===== config.mk =====
export PLATFORM = sky130hd
export DESIGN_NAME = ram_arbiter_flat
export DESIGN_NICKNAME = d
export VERILOG_FILES = /design/src/rtl/ram_arbiter_if.sv /design/src/rtl/ram_arbiter.sv /design/src/flat_wrapper.sv
export SDC_FILE = /design/constraint.sdc
export NUM_CORES = 1
export LEC_CHECK = 0
export CORE_AREA = 3 3 97 99
export DETAILED_ROUTE_END_ITERATION = 8
export DIE_AREA = 0 0 100 102
export PLACE_DENSITY = 0.71
export SLEW_MARGIN = 20
export SYNTH_ARGS = -nofsm -noshare
export SYNTH_HDL_FRONTEND = slang
export SYNTH_SLANG_ARGS = --single-unit

===== constraint.sdc =====
create_clock -name clk -period 3.3 [get_ports clk]
set_input_delay 0.495 -clock clk [delete_from_list [all_inputs] [get_ports clk]]
set_output_delay 0.495 -clock clk [all_outputs]
set_load 0.1 [all_outputs]

===== src/rtl/ram_arbiter_if.sv =====
// ram_arbiter_if
// One word-RAM port bundle, the same signal set a direct-mapped write-back
// cache drives toward memory.
//   address    : byte address of the current beat
//   rd, wr     : read / write strobes, held until data_valid
//   data_wr    : write data for the current beat
//   data_rd    : read data returned for the current beat
//   data_valid : one pulse per completed word
// Modports:
//   master : the side that issues requests (a cache, or the arbiter toward RAM)
//   slave  : the side that services requests (the RAM, or the arbiter toward a cache)
interface ram_arbiter_if #(
    parameter int ADDRESS_WIDTH = 16
);
    logic [ADDRESS_WIDTH-1:0] address;
    logic                     rd;
    logic                     wr;
    logic [31:0]              data_wr;
    logic [31:0]              data_rd;
    logic                     data_valid;

    modport master (
        output address, rd, wr, data_wr,
        input  data_rd, data_valid
    );

    modport slave (
        input  address, rd, wr, data_wr,
        output data_rd, data_valid
    );
endinterface


===== src/rtl/ram_arbiter.sv =====
// ram_arbiter
// Shares one external word-RAM port between two cache requesters. Grants
// are round-robin and are held for a whole cache-line burst of
// 2**WORD_OFFSET_WIDTH beats, so writeback and fetch beats from different
// caches never interleave on the RAM port.
//
// Ports:
//   clk, rst     : clock, asynchronous active-high reset
//   m0, m1       : requester ports (slave side of ram_arbiter_if)
//   ram          : shared RAM port (master side of ram_arbiter_if)
//   grant        : one-hot current owner, 00 while idle
//   arb_timeout  : sticky flag, set when a burst stalls for TIMEOUT_CYCLES
//
// Optional feature: define MEM_ARB_TIMEOUT_EN to abandon a burst that sees
// no ram data_valid for TIMEOUT_CYCLES cycles. Without it arb_timeout is
// tied low and a stalled burst keeps its grant indefinitely.
module ram_arbiter #(
    parameter int ADDRESS_WIDTH     = 16,
    parameter int WORD_OFFSET_WIDTH = 2,
    parameter int TIMEOUT_CYCLES    = 255
) (
    input  logic                  clk,
    input  logic                  rst,
    ram_arbiter_if.slave          m0,
    ram_arbiter_if.slave          m1,
    ram_arbiter_if.master         ram,
    output logic [1:0]            grant,
    output logic                  arb_timeout
);

    typedef enum logic {
        IDLE = 1'b0,
        BUSY = 1'b1
    } state_t;

    // Beat counter is exactly WORD_OFFSET_WIDTH bits, so the last beat of a
    // burst is the all-ones value.
    localparam logic [WORD_OFFSET_WIDTH-1:0] LAST_BEAT = '1;
    localparam logic [ADDRESS_WIDTH-1:0]     ADDR_ZERO = '0;

    state_t                       state_r, state_next;
    logic                         owner_r, owner_next;
    logic                         last_owner_r, last_owner_next;
    logic [WORD_OFFSET_WIDTH-1:0] beat_count_r, beat_count_next;
    logic [1:0]                   grant_next;
    logic                         req0, req1;

`ifdef MEM_ARB_TIMEOUT_EN
    localparam int                TIMER_W     = $clog2(TIMEOUT_CYCLES + 1);
    localparam logic [TIMER_W-1:0] TIMER_LIMIT = TIMER_W'(TIMEOUT_CYCLES);

    logic [TIMER_W-1:0]           stall_count_r, stall_count_next;
    logic                         timeout_r, timeout_next;

    assign arb_timeout = timeout_r;
`else
    logic                         unused_timeout_cfg;

    assign unused_timeout_cfg = (TIMEOUT_CYCLES != 0);
    assign arb_timeout        = 1'b0;
`endif

    assign req0 = m0.rd | m0.wr;
    assign req1 = m1.rd | m1.wr;

    // State register. The grant vector is registered alongside the owner so
    // it changes exactly on the cycle the lock is taken or released.
    always_ff @(posedge clk or posedge rst) begin
        if (rst) begin
            state_r       <= IDLE;
            owner_r       <= 1'b0;
            last_owner_r  <= 1'b1;
            beat_count_r  <= '0;
            grant         <= 2'b00;
`ifdef MEM_ARB_TIMEOUT_EN
            stall_count_r <= '0;
            timeout_r     <= 1'b0;
`endif
        end else begin
            state_r       <= state_next;
            owner_r       <= owner_next;
            last_owner_r  <= last_owner_next;
            beat_count_r  <= beat_count_next;
            grant         <= grant_next;
`ifdef MEM_ARB_TIMEOUT_EN
            stall_count_r <= stall_count_next;
            timeout_r     <= timeout_next;
`endif
        end
    end

    // Arbitration and burst tracking. A tie goes to the port that did not
    // own the previous burst; last_owner_r resets to 1 so port 0 wins the
    // first tie. Once granted, only ram data_valid beats (or a stall
    // timeout) end the lock; the owner dropping its strobes does not.
    always_comb begin
        state_next       = state_r;
        owner_next       = owner_r;
        last_owner_next  = last_owner_r;
        beat_count_next  = beat_count_r;
`ifdef MEM_ARB_TIMEOUT_EN
        stall_count_next = stall_count_r;
        timeout_next     = timeout_r;
`endif
        case (state_r)
            IDLE: begin
                if (req0 || req1) begin
                    state_next       = BUSY;
                    owner_next       = (req0 && req1) ? ~last_owner_r : req1;
                    beat_count_next  = '0;
`ifdef MEM_ARB_TIMEOUT_EN
                    stall_count_next = '0;
`endif
                end
            end
            BUSY: begin
                if (ram.data_valid) begin
                    beat_count_next  = beat_count_r + 1'b1;
`ifdef MEM_ARB_TIMEOUT_EN
                    stall_count_next = '0;
`endif
                    if (beat_count_r == LAST_BEAT) begin
                        state_next      = IDLE;
                        last_owner_next = owner_r;
                        beat_count_next = '0;
                    end
                end
`ifdef MEM_ARB_TIMEOUT_EN
                else if (stall_count_r == TIMER_LIMIT) begin
                    state_next       = IDLE;
                    last_owner_next  = owner_r;
                    beat_count_next  = '0;
                    stall_count_next = '0;
                    timeout_next     = 1'b1;
                end else begin
                    stall_count_next = stall_count_r + 1'b1;
                end
`endif
            end
            default: begin
                state_next = IDLE;
            end
        endcase

        grant_next = 2'b00;
        if (state_next == BUSY) begin
            grant_next = owner_next ? 2'b10 : 2'b01;
        end
    end

    // Bus routing from the registered owner. While idle the RAM port is
    // fully quiet and neither requester sees data, so a stray RAM
    // data_valid is dropped. Read data fans out to both ports during a
    // burst but only the owner receives the valid strobe.
    always_comb begin
        ram.address     = ADDR_ZERO;
        ram.rd          = 1'b0;
        ram.wr          = 1'b0;
        ram.data_wr     = '0;
        m0.data_rd      = '0;
        m1.data_rd      = '0;
        m0.data_valid   = 1'b0;
        m1.data_valid   = 1'b0;
        if (state_r == BUSY) begin
            m0.data_rd = ram.data_rd;
            m1.data_rd = ram.data_rd;
            if (owner_r) begin
                ram.address   = m1.address;
                ram.rd        = m1.rd;
                ram.wr        = m1.wr;
                ram.data_wr   = m1.data_wr;
                m1.data_valid = ram.data_valid;
            end else begin
                ram.address   = m0.address;
                ram.rd        = m0.rd;
                ram.wr        = m0.wr;
                ram.data_wr   = m0.data_wr;
                m0.data_valid = ram.data_valid;
            end
        end
    end

endmodule


===== src/flat_wrapper.sv =====
// flat-port wrapper written by rule: the top's interface ports become plain ports
module ram_arbiter_flat 
#(
    parameter int ADDRESS_WIDTH     = 16,
    parameter int WORD_OFFSET_WIDTH = 2,
    parameter int TIMEOUT_CYCLES    = 255
)
  (clk, rst, grant, arb_timeout, m0_address, m0_rd, m0_wr, m0_data_wr, m0_data_rd, m0_data_valid, m1_address, m1_rd, m1_wr, m1_data_wr, m1_data_rd, m1_data_valid, ram_address, ram_rd, ram_wr, ram_data_wr, ram_data_rd, ram_data_valid);
  ram_arbiter_if #(.ADDRESS_WIDTH(ADDRESS_WIDTH)) m0_i ();
  ram_arbiter_if #(.ADDRESS_WIDTH(ADDRESS_WIDTH)) m1_i ();
  ram_arbiter_if #(.ADDRESS_WIDTH(ADDRESS_WIDTH)) ram_i ();
  input  logic clk;
  input  logic rst;
  output logic [1:0] grant;
  output logic arb_timeout;
  input wire logic [$bits(m0_i.address)-1:0] m0_address;
  input wire logic [$bits(m0_i.rd)-1:0] m0_rd;
  input wire logic [$bits(m0_i.wr)-1:0] m0_wr;
  input wire logic [$bits(m0_i.data_wr)-1:0] m0_data_wr;
  output wire logic [$bits(m0_i.data_rd)-1:0] m0_data_rd;
  output wire logic [$bits(m0_i.data_valid)-1:0] m0_data_valid;
  input wire logic [$bits(m1_i.address)-1:0] m1_address;
  input wire logic [$bits(m1_i.rd)-1:0] m1_rd;
  input wire logic [$bits(m1_i.wr)-1:0] m1_wr;
  input wire logic [$bits(m1_i.data_wr)-1:0] m1_data_wr;
  output wire logic [$bits(m1_i.data_rd)-1:0] m1_data_rd;
  output wire logic [$bits(m1_i.data_valid)-1:0] m1_data_valid;
  output wire logic [$bits(ram_i.address)-1:0] ram_address;
  output wire logic [$bits(ram_i.rd)-1:0] ram_rd;
  output wire logic [$bits(ram_i.wr)-1:0] ram_wr;
  output wire logic [$bits(ram_i.data_wr)-1:0] ram_data_wr;
  input wire logic [$bits(ram_i.data_rd)-1:0] ram_data_rd;
  input wire logic [$bits(ram_i.data_valid)-1:0] ram_data_valid;
  assign m0_i.address = m0_address;
  assign m0_i.rd = m0_rd;
  assign m0_i.wr = m0_wr;
  assign m0_i.data_wr = m0_data_wr;
  assign m0_data_rd = m0_i.data_rd;
  assign m0_data_valid = m0_i.data_valid;
  assign m1_i.address = m1_address;
  assign m1_i.rd = m1_rd;
  assign m1_i.wr = m1_wr;
  assign m1_i.data_wr = m1_data_wr;
  assign m1_data_rd = m1_i.data_rd;
  assign m1_data_valid = m1_i.data_valid;
  assign ram_address = ram_i.address;
  assign ram_rd = ram_i.rd;
  assign ram_wr = ram_i.wr;
  assign ram_data_wr = ram_i.data_wr;
  assign ram_i.data_rd = ram_data_rd;
  assign ram_i.data_valid = ram_data_valid;
  ram_arbiter #(.ADDRESS_WIDTH(ADDRESS_WIDTH), .WORD_OFFSET_WIDTH(WORD_OFFSET_WIDTH), .TIMEOUT_CYCLES(TIMEOUT_CYCLES)) u_core (.clk(clk), .rst(rst), .m0(m0_i), .m1(m1_i), .ram(ram_i), .grant(grant), .arb_timeout(arb_timeout));
endmodule

==> After elaboration in Yosys (flattened, before gate mapping) <==
Index checks and enable logic that the tools add are counted.
{ "op_classes": {"addsub": 1, "n_eq_ne": 3, "n_mux": 26, "n_bitwise": 4, "reduce_logical": 4} }
{ "op_table": {"columns": ["operator", "count"], "rows": [
  ["32-bit two-way mux", 3],
  ["16-bit two-way mux", 2],
  ["1-bit two-way mux", 14],
  ["2-bit two-way mux", 5],
  ["2-bit one-hot mux with 2 select lines", 1],
  ["3-bit AND reduction", 1],
  ["2-bit by 1-bit adder with 2-bit output (second input constant)", 1],
  ["2-bit equality test (second input constant)", 1],
  ["2-bit by 1-bit inequality test with 1-bit output (second input constant)", 1],
  ["2-bit inequality test (second input constant)", 1],
  ["1-bit inverter", 2],
  ["1-bit OR", 2],
  ["1-bit one-hot mux with 2 select lines", 1],
  ["2-bit AND reduction", 1],
  ["1-bit logical AND", 1],
  ["1-bit logical OR", 1]
]} }
{ "totals": {"ff_bits": 7, "inputBits": 135, "elab_cells": 43} }

==> Logic depth before layout (Yosys ltp) <==
{ "depth": {"word_depth": 7, "ltp_mapped": 4} }

==> Worst setup path before layout <==
OpenSTA, ideal clock, no wires.
{ "synth_path": {"path_type": "reg2out", "start": "register u_core.owner_r", "end": "output ram_address[0]", "t_arrival_ns": 2.028, "required_time_ns": 2.805, "setup_slack_ns": 0.777, "stages_incl_launch_ff": 5, "n_path_buf": 2, "cell_sequence": "dfrtp_1 > buf_4 > buf_6 > mux2i_1 > nor2_1"} }
{ "synth_between": {"elab_chain_len": 2} }
{ "synth_lines": {"columns": ["element", "line", "text"], "rows": [
  ["start: declaration", "ram_arbiter.sv:42", "logic owner_r, owner_next;"],
  ["start signal: assignment", "ram_arbiter.sv:81", "owner_r <= owner_next;"],
  ["16-bit two-way mux", "ram_arbiter.sv:167", "if (owner_r) begin"],
  ["16-bit two-way mux", "ram_arbiter.sv:164", "if (state_r == BUSY) begin"],
  ["end: declaration", "flat_wrapper.sv:28", "output wire logic [$bits(ram_i.address)-1:0] ram_address;"]
]} }
No other way between the ends.

==> Worst setup path in the final report <==
Same ends and word-level chain as after synthesis.

==> results.cfg <==
[global_route]
grt_max_degree = 55
grtUsageTotal_pct = 12.5
grt_pass1_vias = 2117
grt_pass1_wl_mm = 10.3
overflow = 0
antenna_found_initial = 0

[setup_path]
reg2reg_from = u_core.state_r$_DFF_PP0_
timing.rr.end = u_core.grant[0]$_DFF_PP0_
critPathLaunchType = register
rr_worst_depth = 3
path_max_fanout = 39
worstSetupPathType = register to primary output
arrival_ps = 1820
worstPathRequired_ps = 2800
ff2ff_setup_slack_ps = 1610
endpoint_kind = primary output

[yosys]
syn-num-nets = 350
synth.distinct_cells = 26
netlist_area_um2 = 1600
synthArstFlopShare_pct = 100
ys_top_cells_by_area = mux2i_1 32%, buf_4 16%, and2_1 13%
netlist_instances = 214
synth.most_common_cell = mux2i_1
avgSynthCellArea_um2 = 7.45
yosys.area.top_type_share_pct = 32.0
synth-main-ff-cell = dfrtp_1
synth_edf_count = 0
synth-seq-cells = 7
synth-seq-area-share_pct = 11.1
yosys.area.top_type = mux2i_1
ys_warn_count = 0
synth_commonest_cells = 51 x mux2i_1, 50 x nor2_1, 35 x buf_4

[route]
routed_wl_mm = 7.30
drc = 0
drtIter0Drc = 17
wire_per_inst_um = 13.7
drt_first_pass_iters = 4
vias = 2215
final_antenna_net_count = 0
avgViaCountPerCell = 4.16

[sta]
drv_slew = 0
rsz0062_at_grt = false
fin_skew_ps = 1.82
hold_viol_final = 0
min_period_ps = 2320
slew_headroom_pct = 34.9
fmax_ghz = 0.431
period_share_pct = 70.3
setup_viol = 0
worstMarginPinSlew_ps = 974
tns_ps = 0

[placed_design]
port-buffer-count = 252
gp_routability_congestion = 0.716
dp_hpwl_mm = 6.53

[floorplanning]
initial_core_util_pct = 18.5
core_area_um2 = 8640
die_height_um = 102
die_area_um2 = 10200
num_rows = 34
ioPinCount = 254
dieWidth_um = 100

[final_layout]
syn2layout_area_growth_pct = 170
final_nets = 561
layout-drive-gt1-share_pct = 30.2
diodes = 0

[run]
max-cap-violations = 0

[clock_network]
cts.htree.levels = 1
clk_pin_slew_ps = 40
cts_buffer_depth = 2
cts_tree = built
post_cts_resized = 0
cts-root-buf = clkbuf_8
clock_sinks = 7
cts_setup_buffers = 0
cts_buffers = 3
clock_latency_ps = 230
cts_hold_buf = 0

[outcome]
status = completed

[hold_path]
hold_class = input pin to async pin
## worst max path at each step
stage | startpoint | cells past startpoint | to
2_1_floorplan | u_core.owner_r$_DFF_PP0_ | 4 | ram_address[0]
3_3_place_gp | u_core.owner_r$_DFF_PP0_ | 4 | ram_address[0]
6_report | u_core.owner_r$_DFF_PP0_ | 4 | ram_address[0]
5_1_grt | u_core.owner_r$_DFF_PP0_ | 4 | ram_address[0]
3_5_place_dp | u_core.owner_r$_DFF_PP0_ | 4 | ram_address[0]
4_1_cts | u_core.owner_r$_DFF_PP0_ | 4 | ram_address[0]
## placed cells by master (no fill, tap or decap)
| master | instances |
|---|---|
| dfrtp_2 | 1 |
| and3_1 | 2 |
| ha_1 | 1 |
| a21oi_1 | 1 |
| buf_12 | 51 |
| o22ai_1 | 1 |
| inv_2 | 1 |
| o211ai_1 | 1 |
| o21ai_0 | 5 |
| dfstp_2 | 1 |
| buf_4 | 67 |
| nor4_4 | 1 |
| inv_1 | 2 |
| conb_1 | 1 |
| nor2_1 | 50 |
| nand2_2 | 1 |
| dfrtp_1 | 5 |
| nand2b_1 | 1 |
| and2_1 | 34 |
| a21bo_2 | 1 |
| mux2i_1 | 51 |
| clkbuf_8 | 3 |
| nand2_1 | 2 |
| nand3_1 | 2 |
| clkbuf_1 | 1 |
| a31oi_2 | 1 |
| clkdlybuf4s50_1 | 136 |
## state kept, by name (all words and copies together) (netlist names)
name / count
u_core.beat_count_r: 2
u_core.grant: 2
u_core.last_owner_r: 1
u_core.owner_r: 1
u_core.state_r: 1
## kinds of logic (layout without fill, tap and decap cells)
logic type | Yosys count | count (layout) | synth area share (%)
DFF | 7 | 7 | 11.1
buffers and inverters | 51 | 261 | 22.7
other | 1 | 1 | 0.235
AOI/OAI and AO/OA | 10 | 10 | 4.16
adders and majority gates | 1 | 1 | 0.784
muxes | 51 | 51 | 32.0
and+or+nand+nor | 93 | 93 | 29.1
## critical path: stages (launching register included)
cell	delay [ps]
dfrtp_2	640
buf_12	320
mux2i_1	280
nor2_1	100
buf_12	220
## layer usage
layer / global-route usage, % / part of all wire [%] / vias up
li1: - / - / 1090
met1: 10.7 / 28 / 966
met2: 26.8 / 57 / 152
met3: 4.85 / 14 / 7
met4: 2.69 / 1.1 / 0
met5: 0 / 0 / -
## through the flow
step / worst slack, ps / instance area [µm²] / util (%) / hold slack, ps / instances
global route: 842 / 4310 / 49.9 / 520 / 532
CTS: 949 / 4310 / 49.9 / 503 / 532
global placement: 1190 / 4270 / 49.4 / 491 / 528
floorplan: 777 / 1600 / - / 298 / 214
finish: 982 / 4310 / 49.9 / 496 / 532
detailed placement: 1190 / 4270 / 49.4 / 484 / 528
## cell type report
class / count / area [µm²]
fillers: 788 / 4320
clock buffers: 4 / 45.0
well taps: 108 / 135
flip-flops and latches: 7 / 178
repair buffers: 254 / 2890
multi-input cells: 156 / 1060
inverters: 3 / 11.3
Power is not shown: default switching activity piles up to over one toggle a cycle in this logic, so the estimate is an artifact.
